$ cat config.mk
export PLATFORM = sky130hd
export DESIGN_NAME = flu_binder_arbiter
export DESIGN_NICKNAME = d
export VERILOG_FILES = /design/src/rtl/flu_binder_arb_pkg.sv /design/src/rtl/flu_binder_rr_sel.sv /design/src/rtl/flu_binder_arbiter.sv
export SDC_FILE = /design/constraint.sdc
export NUM_CORES = 1
export LEC_CHECK = 0
export ABC_AREA = 1
export CAP_MARGIN = 15
export CORE_AREA = 2 2 522 524
export DETAILED_ROUTE_END_ITERATION = 7
export DIE_AREA = 0 0 524 526
export SLEW_MARGIN = 20
export SYNTH_ARGS = -nofsm -noshare
export SYNTH_HDL_FRONTEND = slang
export SYNTH_SLANG_ARGS = --single-unit
export TNS_END_PERCENT = 20
$ cat constraint.sdc
create_clock -name CLK -period 10.4 [get_ports CLK]
set_input_delay 2.08 -clock CLK [delete_from_list [all_inputs] [get_ports CLK]]
set_output_delay 2.08 -clock CLK [all_outputs]
set_load 0.02 [all_outputs]
$ cat src/rtl/flu_binder_arb_pkg.sv
// Shared types and elaboration helpers for the FLU packet-level binder arbiter.
package flu_binder_arb_pkg;

  typedef enum logic {
    IDLE   = 1'b0,
    LOCKED = 1'b1
  } arb_state_e;

  function automatic int log2(input int n);
    return (n <= 1) ? 1 : $clog2(n);
  endfunction

  // Byte offset at which a packet starting in block sop_pos begins.
  function automatic int cont_start_byte(input int sop_pos, input int data_width,
                                         input int sop_pos_width);
    return (sop_pos * (data_width >> sop_pos_width)) / 8;
  endfunction

endpackage

$ cat src/rtl/flu_binder_rr_sel.sv
// Combinational cyclic find-first: lowest-distance requester at or after ptr.
module flu_binder_rr_sel #(
  parameter int PORTS = 4,
  parameter int IDX_W = 2
) (
  input  logic [PORTS-1:0] req,
  input  logic [IDX_W-1:0] ptr,
  output logic [IDX_W-1:0] grant,
  output logic             grant_vld
);

  logic [2*PORTS-1:0] req_dbl;
  logic [2*PORTS-1:0] req_rot;

  assign req_dbl = {req, req};
  assign req_rot = req_dbl >> ptr;

  always_comb begin
    int sum;
    grant     = '0;
    grant_vld = 1'b0;
    sum       = 0;
    for (int k = 0; k < PORTS; k++) begin
      if (!grant_vld && req_rot[k]) begin
        sum = int'(ptr) + k;
        if (sum >= PORTS) sum = sum - PORTS;
        grant     = IDX_W'(sum);
        grant_vld = 1'b1;
      end
    end
  end

endmodule

$ cat src/rtl/flu_binder_arbiter.sv
// Packet-level round-robin merge of PORTS FLU streams into one registered FLU output.
// A port is granted only on SOP and holds the output until its packet ends.
module flu_binder_arbiter
  import flu_binder_arb_pkg::*;
#(
  parameter int DATA_WIDTH    = 256,
  parameter int SOP_POS_WIDTH = 2,
  parameter int PORTS         = 4,
  parameter int EOP_POS_WIDTH = log2(DATA_WIDTH / 8)
) (
  input  logic                             CLK,
  input  logic                             RESET,
  input  logic [PORTS*DATA_WIDTH-1:0]      RX_DATA,
  input  logic [PORTS*SOP_POS_WIDTH-1:0]   RX_SOP_POS,
  input  logic [PORTS*EOP_POS_WIDTH-1:0]   RX_EOP_POS,
  input  logic [PORTS-1:0]                 RX_SOP,
  input  logic [PORTS-1:0]                 RX_EOP,
  input  logic [PORTS-1:0]                 RX_SRC_RDY,
  output logic [PORTS-1:0]                 RX_DST_RDY,
  output logic [DATA_WIDTH-1:0]            TX_DATA,
  output logic [SOP_POS_WIDTH-1:0]         TX_SOP_POS,
  output logic [EOP_POS_WIDTH-1:0]         TX_EOP_POS,
  output logic                             TX_SOP,
  output logic                             TX_EOP,
  output logic                             TX_SRC_RDY,
  input  logic                             TX_DST_RDY
);

  localparam int PTR_W = log2(PORTS);

  arb_state_e state;
  logic [PTR_W-1:0] lock_port;
  logic [PTR_W-1:0] rr_ptr;
  logic             out_vld;

  logic [PORTS-1:0] sop_req;
  logic [PTR_W-1:0] grant;
  logic             grant_vld;
  logic [PTR_W-1:0] sel_port;
  logic [PTR_W-1:0] next_ptr;
  logic             can_accept;
  logic             grant_ok;
  logic [PORTS-1:0] dst_rdy;
  logic             accept;

  logic [DATA_WIDTH-1:0]    sel_data;
  logic [SOP_POS_WIDTH-1:0] sel_sop_pos;
  logic [EOP_POS_WIDTH-1:0] sel_eop_pos;
  logic                     sel_sop;
  logic                     sel_eop;
  logic                     sel_src_rdy;
  logic                     cont;
  logic                     release_pkt;

  assign can_accept = !out_vld || TX_DST_RDY;
  assign sop_req    = RX_SRC_RDY & RX_SOP;

  flu_binder_rr_sel #(
    .PORTS (PORTS),
    .IDX_W (PTR_W)
  ) u_rr_sel (
    .req       (sop_req),
    .ptr       (rr_ptr),
    .grant     (grant),
    .grant_vld (grant_vld)
  );

  assign sel_port = (state == LOCKED) ? lock_port : grant;
  assign next_ptr = (grant == PTR_W'(PORTS - 1)) ? '0 : grant + PTR_W'(1);

  // The IDLE grant is combinational on RX_SRC_RDY/RX_SOP so a new packet can follow an EOP without a bubble.
  assign grant_ok = !RESET && can_accept && ((state == LOCKED) || grant_vld);

  always_comb begin
    dst_rdy = '0;
    for (int i = 0; i < PORTS; i++) begin
      dst_rdy[i] = grant_ok && (PTR_W'(i) == sel_port);
    end
  end

  assign RX_DST_RDY = dst_rdy;

  always_comb begin
    sel_data    = '0;
    sel_sop_pos = '0;
    sel_eop_pos = '0;
    sel_sop     = 1'b0;
    sel_eop     = 1'b0;
    sel_src_rdy = 1'b0;
    for (int i = 0; i < PORTS; i++) begin
      if (PTR_W'(i) == sel_port) begin
        sel_data    = RX_DATA[i*DATA_WIDTH +: DATA_WIDTH];
        sel_sop_pos = RX_SOP_POS[i*SOP_POS_WIDTH +: SOP_POS_WIDTH];
        sel_eop_pos = RX_EOP_POS[i*EOP_POS_WIDTH +: EOP_POS_WIDTH];
        sel_sop     = RX_SOP[i];
        sel_eop     = RX_EOP[i];
        sel_src_rdy = RX_SRC_RDY[i];
      end
    end
  end

  assign accept = sel_src_rdy && grant_ok;

  // A packet that starts after the EOP byte in the same word keeps the port locked.
  assign cont = sel_sop &&
                (cont_start_byte(int'(sel_sop_pos), DATA_WIDTH, SOP_POS_WIDTH) > int'(sel_eop_pos));
  assign release_pkt = sel_eop && !cont;

  always_ff @(posedge CLK or posedge RESET) begin
    if (RESET) begin
      state      <= IDLE;
      lock_port  <= '0;
      rr_ptr     <= '0;
      out_vld    <= 1'b0;
      TX_DATA    <= '0;
      TX_SOP_POS <= '0;
      TX_EOP_POS <= '0;
      TX_SOP     <= 1'b0;
      TX_EOP     <= 1'b0;
    end else if (accept) begin
      out_vld    <= 1'b1;
      TX_DATA    <= sel_data;
      TX_SOP_POS <= sel_sop_pos;
      TX_EOP_POS <= sel_eop_pos;
      TX_SOP     <= sel_sop;
      TX_EOP     <= sel_eop;
      lock_port  <= sel_port;
      state      <= release_pkt ? IDLE : LOCKED;
      if (state == IDLE) rr_ptr <= next_ptr;
    end else if (TX_DST_RDY) begin
      out_vld <= 1'b0;
    end
  end

  assign TX_SRC_RDY = out_vld;

endmodule
After elaboration in Yosys (flattened, before gate mapping)
Cells that the tools add are included.
{"block": "word_totals", "ff_bits": 271, "latch_bits": 0, "mem_bits_rw": 0, "rom_bits": 0, "in_bits": 1067, "output_inout_bits": 270, "elab_cells": 93, "n_memories": 0}
{"block": "op_classes", "addsub": 8, "n_mul": 0, "div": 0, "magnitude_cmp": 5, "eq_ne": 4, "shift": 1, "mux": 41, "bitwise_logic": 2, "reduce_logical": 23}
{"op": "2-to-1 mux 256 bit", "count": 4}
{"op": "2-to-1 mux 2 bit", "count": 14}
{"op": "2-to-1 mux 5 bit", "count": 4}
{"op": "2-to-1 mux 1 bit", "count": 19}
{"op": "logical AND 1 bit", "count": 12}
{"op": "greater-or-equal comparator 3 bit (second input constant)", "count": 3}
{"op": ">> shifter 8 x 2 -> 4 bit", "count": 1}
{"op": "subtractor 2 x 1 -> 2 bit (second input constant)", "count": 4}
{"op": "adder 2 x 2 -> 3 bit (second input constant)", "count": 2}
{"op": "zero test 1 bit", "count": 6}
{"op": "greater-than comparator 5 bit", "count": 1}
{"op": "bitwise AND 4 bit", "count": 1}
{"op": "equality test 2 bit (first input constant)", "count": 2}
{"op": "adder 2 x 1 -> 3 bit (second input constant)", "count": 1}
{"op": "greater-or-equal comparator 2 x 3 -> 1 bit (second input constant)", "count": 1}
{"op": "adder 2 x 1 -> 2 bit (second input constant)", "count": 1}
{"op": "equality test 1 x 2 -> 1 bit (first input constant)", "count": 1}
{"op": "equality test 2 bit (second input constant)", "count": 1}
{"op": "zero test 2 bit", "count": 1}
{"op": "logical OR 1 bit", "count": 2}
{"op": "AND reduction 2 bit", "count": 1}
{"op": "nonzero test 2 bit", "count": 1}
{"op": "NOT 1 bit", "count": 1}

Logic depth before layout (Yosys ltp)
{"block": "logic_depth", "word_depth": 23, "ltp_mapped": 25}

Modules after synthesis
From an unflattened synthesis, not the netlist that was laid out.
{"block": "unflattened", "cells_unflattened": 2451, "area_unflattened_um2": 16651.0}
{"mod": "flu_binder_arbiter", "instances": 1, "cells_each": 2398, "area_per_inst_um2": 16320.7, "seq_area_each_um2": 6781.5}
{"mod": "flu_binder_rr_sel", "instances": 1, "cells_each": 53, "area_per_inst_um2": 330.3, "seq_area_each_um2": 0.0}

Worst setup path before layout
Ideal clock, no wire load.
{"block": "synth_timing", "path_kind": "input to output", "startpoint": "in RX_SRC_RDY[1]", "endpoint": "out RX_DST_RDY[1]", "t_arrival_ps": 3742, "path_slack_ps": 4578, "stages": 11, "path_buffers": 2, "path_cell_list": "nand2_1 -> nand2_1 -> nand3_1 -> nand2_2 -> nor2_2 -> nand4_1 -> nand3_2 -> nand2_4 -> clkbuf_1 -> clkbuf_1 -> nor3_1"}
{"block": "synth_via", "elab_chain_len": 15}
{"item": "start: declaration", "line": "flu_binder_arbiter.sv:18", "source": "input logic [PORTS-1:0] RX_SRC_RDY,"}
{"item": "bitwise AND 4 bit (*)", "line": "flu_binder_arbiter.sv:56", "source": "assign sop_req = RX_SRC_RDY & RX_SOP;"}
{"item": ">> shifter 8 x 2 -> 4 bit (*)", "line": "flu_binder_rr_sel.sv:16", "source": "assign req_rot = req_dbl >> ptr;"}
{"item": "2-to-1 mux 1 bit", "line": "flu_binder_rr_sel.sv:24", "source": "if (!grant_vld && req_rot[k]) begin"}
{"item": "zero test 1 bit", "line": "flu_binder_rr_sel.sv:24"}
{"item": "logical AND 1 bit", "line": "flu_binder_rr_sel.sv:24"}
{"item": "2-to-1 mux 1 bit", "line": "flu_binder_rr_sel.sv:24"}
{"item": "zero test 1 bit", "line": "flu_binder_rr_sel.sv:24"}
{"item": "logical AND 1 bit", "line": "flu_binder_rr_sel.sv:24"}
{"item": "2-to-1 mux 1 bit", "line": "flu_binder_rr_sel.sv:24"}
{"item": "zero test 1 bit", "line": "flu_binder_rr_sel.sv:24"}
{"item": "logical AND 1 bit", "line": "flu_binder_rr_sel.sv:24"}
{"item": "2-to-1 mux 2 bit or 2-to-1 mux 1 bit (tied branches)", "line": "flu_binder_rr_sel.sv:24"}
{"item": "2-to-1 mux 2 bit or logical OR 1 bit (tied branches)", "line": "flu_binder_arbiter.sv:68, flu_binder_arbiter.sv:72"}
{"item": "equality test 1 x 2 -> 1 bit or logical AND 1 bit (tied branches)", "line": "flu_binder_arbiter.sv:77, flu_binder_arbiter.sv:72"}
{"item": "logical AND 1 bit (*)", "line": "flu_binder_arbiter.sv:77", "source": "dst_rdy[i] = grant_ok && (PTR_W'(i) == sel_port);"}
{"item": "end: declaration", "line": "flu_binder_arbiter.sv:19", "source": "output logic [PORTS-1:0] RX_DST_RDY,"}
Mark *: on every way between the ends. The rest lies on a longest branch, timed or not.

Worst setup path in the final report
{"block": "layout_timing", "startpoint": "in RX_SOP[1]", "endpoint": "out RX_DST_RDY[3]"}
{"block": "layout_via", "elab_chain_len": 15}
{"item": "start: declaration", "line": "flu_binder_arbiter.sv:16", "source": "input logic [PORTS-1:0] RX_SOP,"}
{"item": "bitwise AND 4 bit (*)", "line": "flu_binder_arbiter.sv:56"}
{"item": ">> shifter 8 x 2 -> 4 bit (*)", "line": "flu_binder_rr_sel.sv:16"}
{"item": "2-to-1 mux 1 bit", "line": "flu_binder_rr_sel.sv:24"}
{"item": "zero test 1 bit", "line": "flu_binder_rr_sel.sv:24"}
{"item": "logical AND 1 bit", "line": "flu_binder_rr_sel.sv:24"}
{"item": "2-to-1 mux 1 bit", "line": "flu_binder_rr_sel.sv:24"}
{"item": "zero test 1 bit", "line": "flu_binder_rr_sel.sv:24"}
{"item": "logical AND 1 bit", "line": "flu_binder_rr_sel.sv:24"}
{"item": "2-to-1 mux 1 bit", "line": "flu_binder_rr_sel.sv:24"}
{"item": "zero test 1 bit", "line": "flu_binder_rr_sel.sv:24"}
{"item": "logical AND 1 bit", "line": "flu_binder_rr_sel.sv:24"}
{"item": "2-to-1 mux 2 bit or 2-to-1 mux 1 bit (tied branches)", "line": "flu_binder_rr_sel.sv:24"}
{"item": "2-to-1 mux 2 bit or logical OR 1 bit (tied branches)", "line": "flu_binder_arbiter.sv:68, flu_binder_arbiter.sv:72"}
{"item": "equality test 2 bit or logical AND 1 bit (tied branches)", "line": "flu_binder_arbiter.sv:77, flu_binder_arbiter.sv:72"}
{"item": "logical AND 1 bit (*)", "line": "flu_binder_arbiter.sv:77"}
Marked as above.

==> impl_metrics.csv <==
group,metric,value,unit
outcome,status,"complete, no violations",
floorplanning,die-width,524,um
cts,clock_path_buffers,3,
synth,ys_ff_latch,271,
cts,path_clk_slew,0.07,ns
layout,area_delta_synth_final,116,%
placed_design,place_congestion,0.941,
worst_hold_path,hold_path.class,"reg2reg",
synth,async_flop_share,1.00,
floorplanning,start_util,0.0610,
layout,fin_nets,4751,
synth,synth_top_area_frac,0.412,
route,vias,24458,
cts,clkSinkCount,271,
timing,slew_violations,0,
synth,synth_area_leader_cell,"dfrtp_1",
run,maxCapViolCount,0,
setup_path,cp-end-kind,"output pin",
timing,final.period_utilization,0.698,
synth,synth_edf_count,0,
cts,hold_buffers,0,
timing,hold_viol,0,
grt,gr-total-overflow,0,
power_and_ir_drop,pwr-share-seq,0.149,
setup_path,crit_slowest_cell,"clkdlybuf4s50_1",
cts,cts_tree,"built",
power_and_ir_drop,p_sw,7.58,mW
synth,synth.avg_cell_area,6.72,sq um
placed_design,dp_hpwl,204,mm
timing,fin_skew,0.0459,ns
floorplanning,coreArea,270000,sq um
floorplanning,rows,191,
power_and_ir_drop,p_int,5.24,mW
cts,cts_max_level,2,
floorplanning,dieArea,276000,sq um
grt,grt_first_pass_wirelength,283,mm
power_and_ir_drop,power.density,360,nW/um^2
synth,synth_ff_type,"dfrtp_1",
setup_path,regToRegSetupSlack,5.44,ns
timing,grt_setup_unrepaired,"no",
floorplanning,io_pins,1337,
synth,yosysMostFrequentCell,"nand2_1",
setup_path,crit_path_cell_trace,"clkdlybuf4s50_1 > nand2_1 > nand2_1 > nand3_1 > nand2_2 > nor2_2 > nand4_1 > nand3_2 > nand2_4 > nor2_4 > inv_8 > nor2_1 > clkdlybuf4s50_1",
route,ant_nets,0,
synth,ys_warn_count,0,
setup_path,critPathBufInv,3,
cts,cts-buffers-inserted,46,
power_and_ir_drop,ir_drop,0.324,mV
setup_path,start_kind,"input pin",
cts,cts-root-buf,"clkbuf_16",
layout,fin_util,0.132,
grt,grt_pass1_vias,23378,
synth,synth_nets,3519,
cts,cts_resized,0,
route,wl_per_cell,31.9,um
setup_path,crit_family,"simple AND/OR/NAND/NOR gates",
power_and_ir_drop,pwr-share-comb,0.715,
setup_path,path_class,"in2out",
power_and_ir_drop,power_frac_clock,0.136,
grt,grt_usage,0.163,
route,firstDrtPassIters,5,
placed_design,port_buffers,1336,
setup_path,cp_max_fo,42,
setup_path,arrival,5.18,ns
timing,setup-violations-final,0,
synth,synth_common_cells,"nand2_1, dfrtp_1, nand3_1",
floorplanning,die_h,526,um
cts,cts_setup_buffers,0,
synth,syn_inst,2450,
cts,clock_latency,0.69,ns
route,drc,0,
timing,fmax,0.138,GHz
route,wirelength,235,mm
power_and_ir_drop,leakagePower,13.5,nW
setup_path,critPathMaxStageDelay,0.66,ns
synth,yosysUniqueCellTypes,30,
timing,tightestPinTransition,0.966,ns
layout,drive_above_1_share,0.0379,
timing,timing.slew.headroom,0.356,
grt,grt_max_degree,139,
route,drtIter0Drc,1849,
synth,yosysSeqAreaShare,0.412,
timing,setup_tns,0,ns
timing,post-route-min-period,7.26,ns
setup_path,worstPathRequired,8.32,ns
synth,syn_area,16500,sq um
route,vias_per_cell,3.32,
power_and_ir_drop,switching_share,0.591,
grt,grt_antenna_before_repair,299,
power_and_ir_drop,power,12.8,mW
synth,synth_area_leaders,"dfrtp_1, nand2_1, nand3_1, a21oi_1, o21ai_1",
logic make-up after synthesis:
kind of cell / after synthesis / share of synthesized area
buffers and inverters: 210 / 0.0609
flip-flops: 271 / 0.412
XOR/XNOR: 2 / 0.00106
adder cells (fa/ha/maj): 2 / 0.00152
AO/OA/AOI/OAI: 575 / 0.177
AND/OR/NAND/NOR: 1390 / 0.348
placed cells by master, fill, tap and decap left out, types with 2 or more instances in the layout:
cell type,synthesis,layout
nand4_1,57,57
buf_4,29,27
clkdlybuf4s50_1,0,1336
a21oi_1,190,190
inv_6,0,12
nor2_2,5,4
o21ai_0,177,177
nor2_1,16,15
xor2_1,2,2
clkbuf_16,0,47
clkinv_2,0,3
o22ai_1,21,21
bufinv_16,0,4
inv_8,0,4
nor3_1,4,4
nand2_1,1076,1075
nand3_1,219,219
nor2_4,1,3
clkinv_4,0,2
nand3_2,2,2
diode_2,0,80
inv_1,20,18
buf_12,0,7
clkbuf_8,0,5
ha_1,2,2
inv_2,3,3
dfrtp_1,271,271
nand2_2,5,6
clkinvlp_4,0,7
clkbuf_1,91,3
o21ai_1,185,185
o221ai_1,2,2
power groups by stage:
stage | Clock (mW) | Combinational, mW | Sequential [mW]
final | 1.74 | 9.17 | 1.91
after global placement | 0 | 9.39 | 1.91
after CTS | 1.83 | 9.42 | 1.92
after global routing | 1.85 | 9.98 | 1.98
after detailed placement | 0 | 9.39 | 1.92
after floorplan | 0 | 3.86 | 2.43
layout make-up:
class / instances / area, sq um
inverters: 24 / 113
flip-flops and latches: 271 / 6780
fillers: 31291 / 234000
multi-input cells: 1969 / 8690
repair buffers: 1370 / 13700
clock buffers: 55 / 1260
well taps: 3570 / 4470
diodes: 80 / 200
clock inverters: 30 / 342
sequential cells by signal, summed over array words and instances (netlist names), named ones only:
register    count
lock_port       2
rr_ptr          1
TX_SOP          1
TX_SOP_POS      2
TX_EOP          1
TX_DATA       256
state           1
TX_EOP_POS      5
TX_SRC_RDY      1
layer usage:
metal  up-vias  track usage  routed length [um]
met3       562        0.101               34400
li1      10749            -                   -
met4       204       0.0572                9260
met1     11226        0.183               89600
met5         -            0                1380
met2      1717        0.250              100000
path summary, 6_finish.rpt:
check / from / end / depth (start not counted)
setup / recovery: RX_SOP[1] / RX_DST_RDY[3] / 13
hold / removal: TX_DATA[187] / TX_DATA[187] / 2
setup reg to reg: flip-flop / state / 24
hold reg to reg: TX_DATA[187] / TX_DATA[187] / 2
max in group asynchronous: RESET / TX_DATA[68] / 3
min in group asynchronous: RESET / TX_DATA[230] / 2
stage by stage:
stage                     hold slack (ns)  area, sq um  cells  setup slack [ns]
after CTS                           0.487        35400   7289              3.08
after detailed placement            0.467        33800   7204              3.08
after floorplan                     0.473        16500   2450             0.853
after global placement              0.464        33800   7204              3.04
after global routing                0.503        35400   7318              2.95
final                               0.483        35600   7369              3.14
worst register-to-register path: cells and delay by family (launching register included):
family,cells,cell delay (ns)
buffers and inverters,6,2.13
and+or+nand+nor,14,1.51
DFF,1,0.64
adders and majority gates,1,0.23
AOI/OAI and AO/OA,3,0.35
Note: power is estimated with default switching activity, not from simulation.
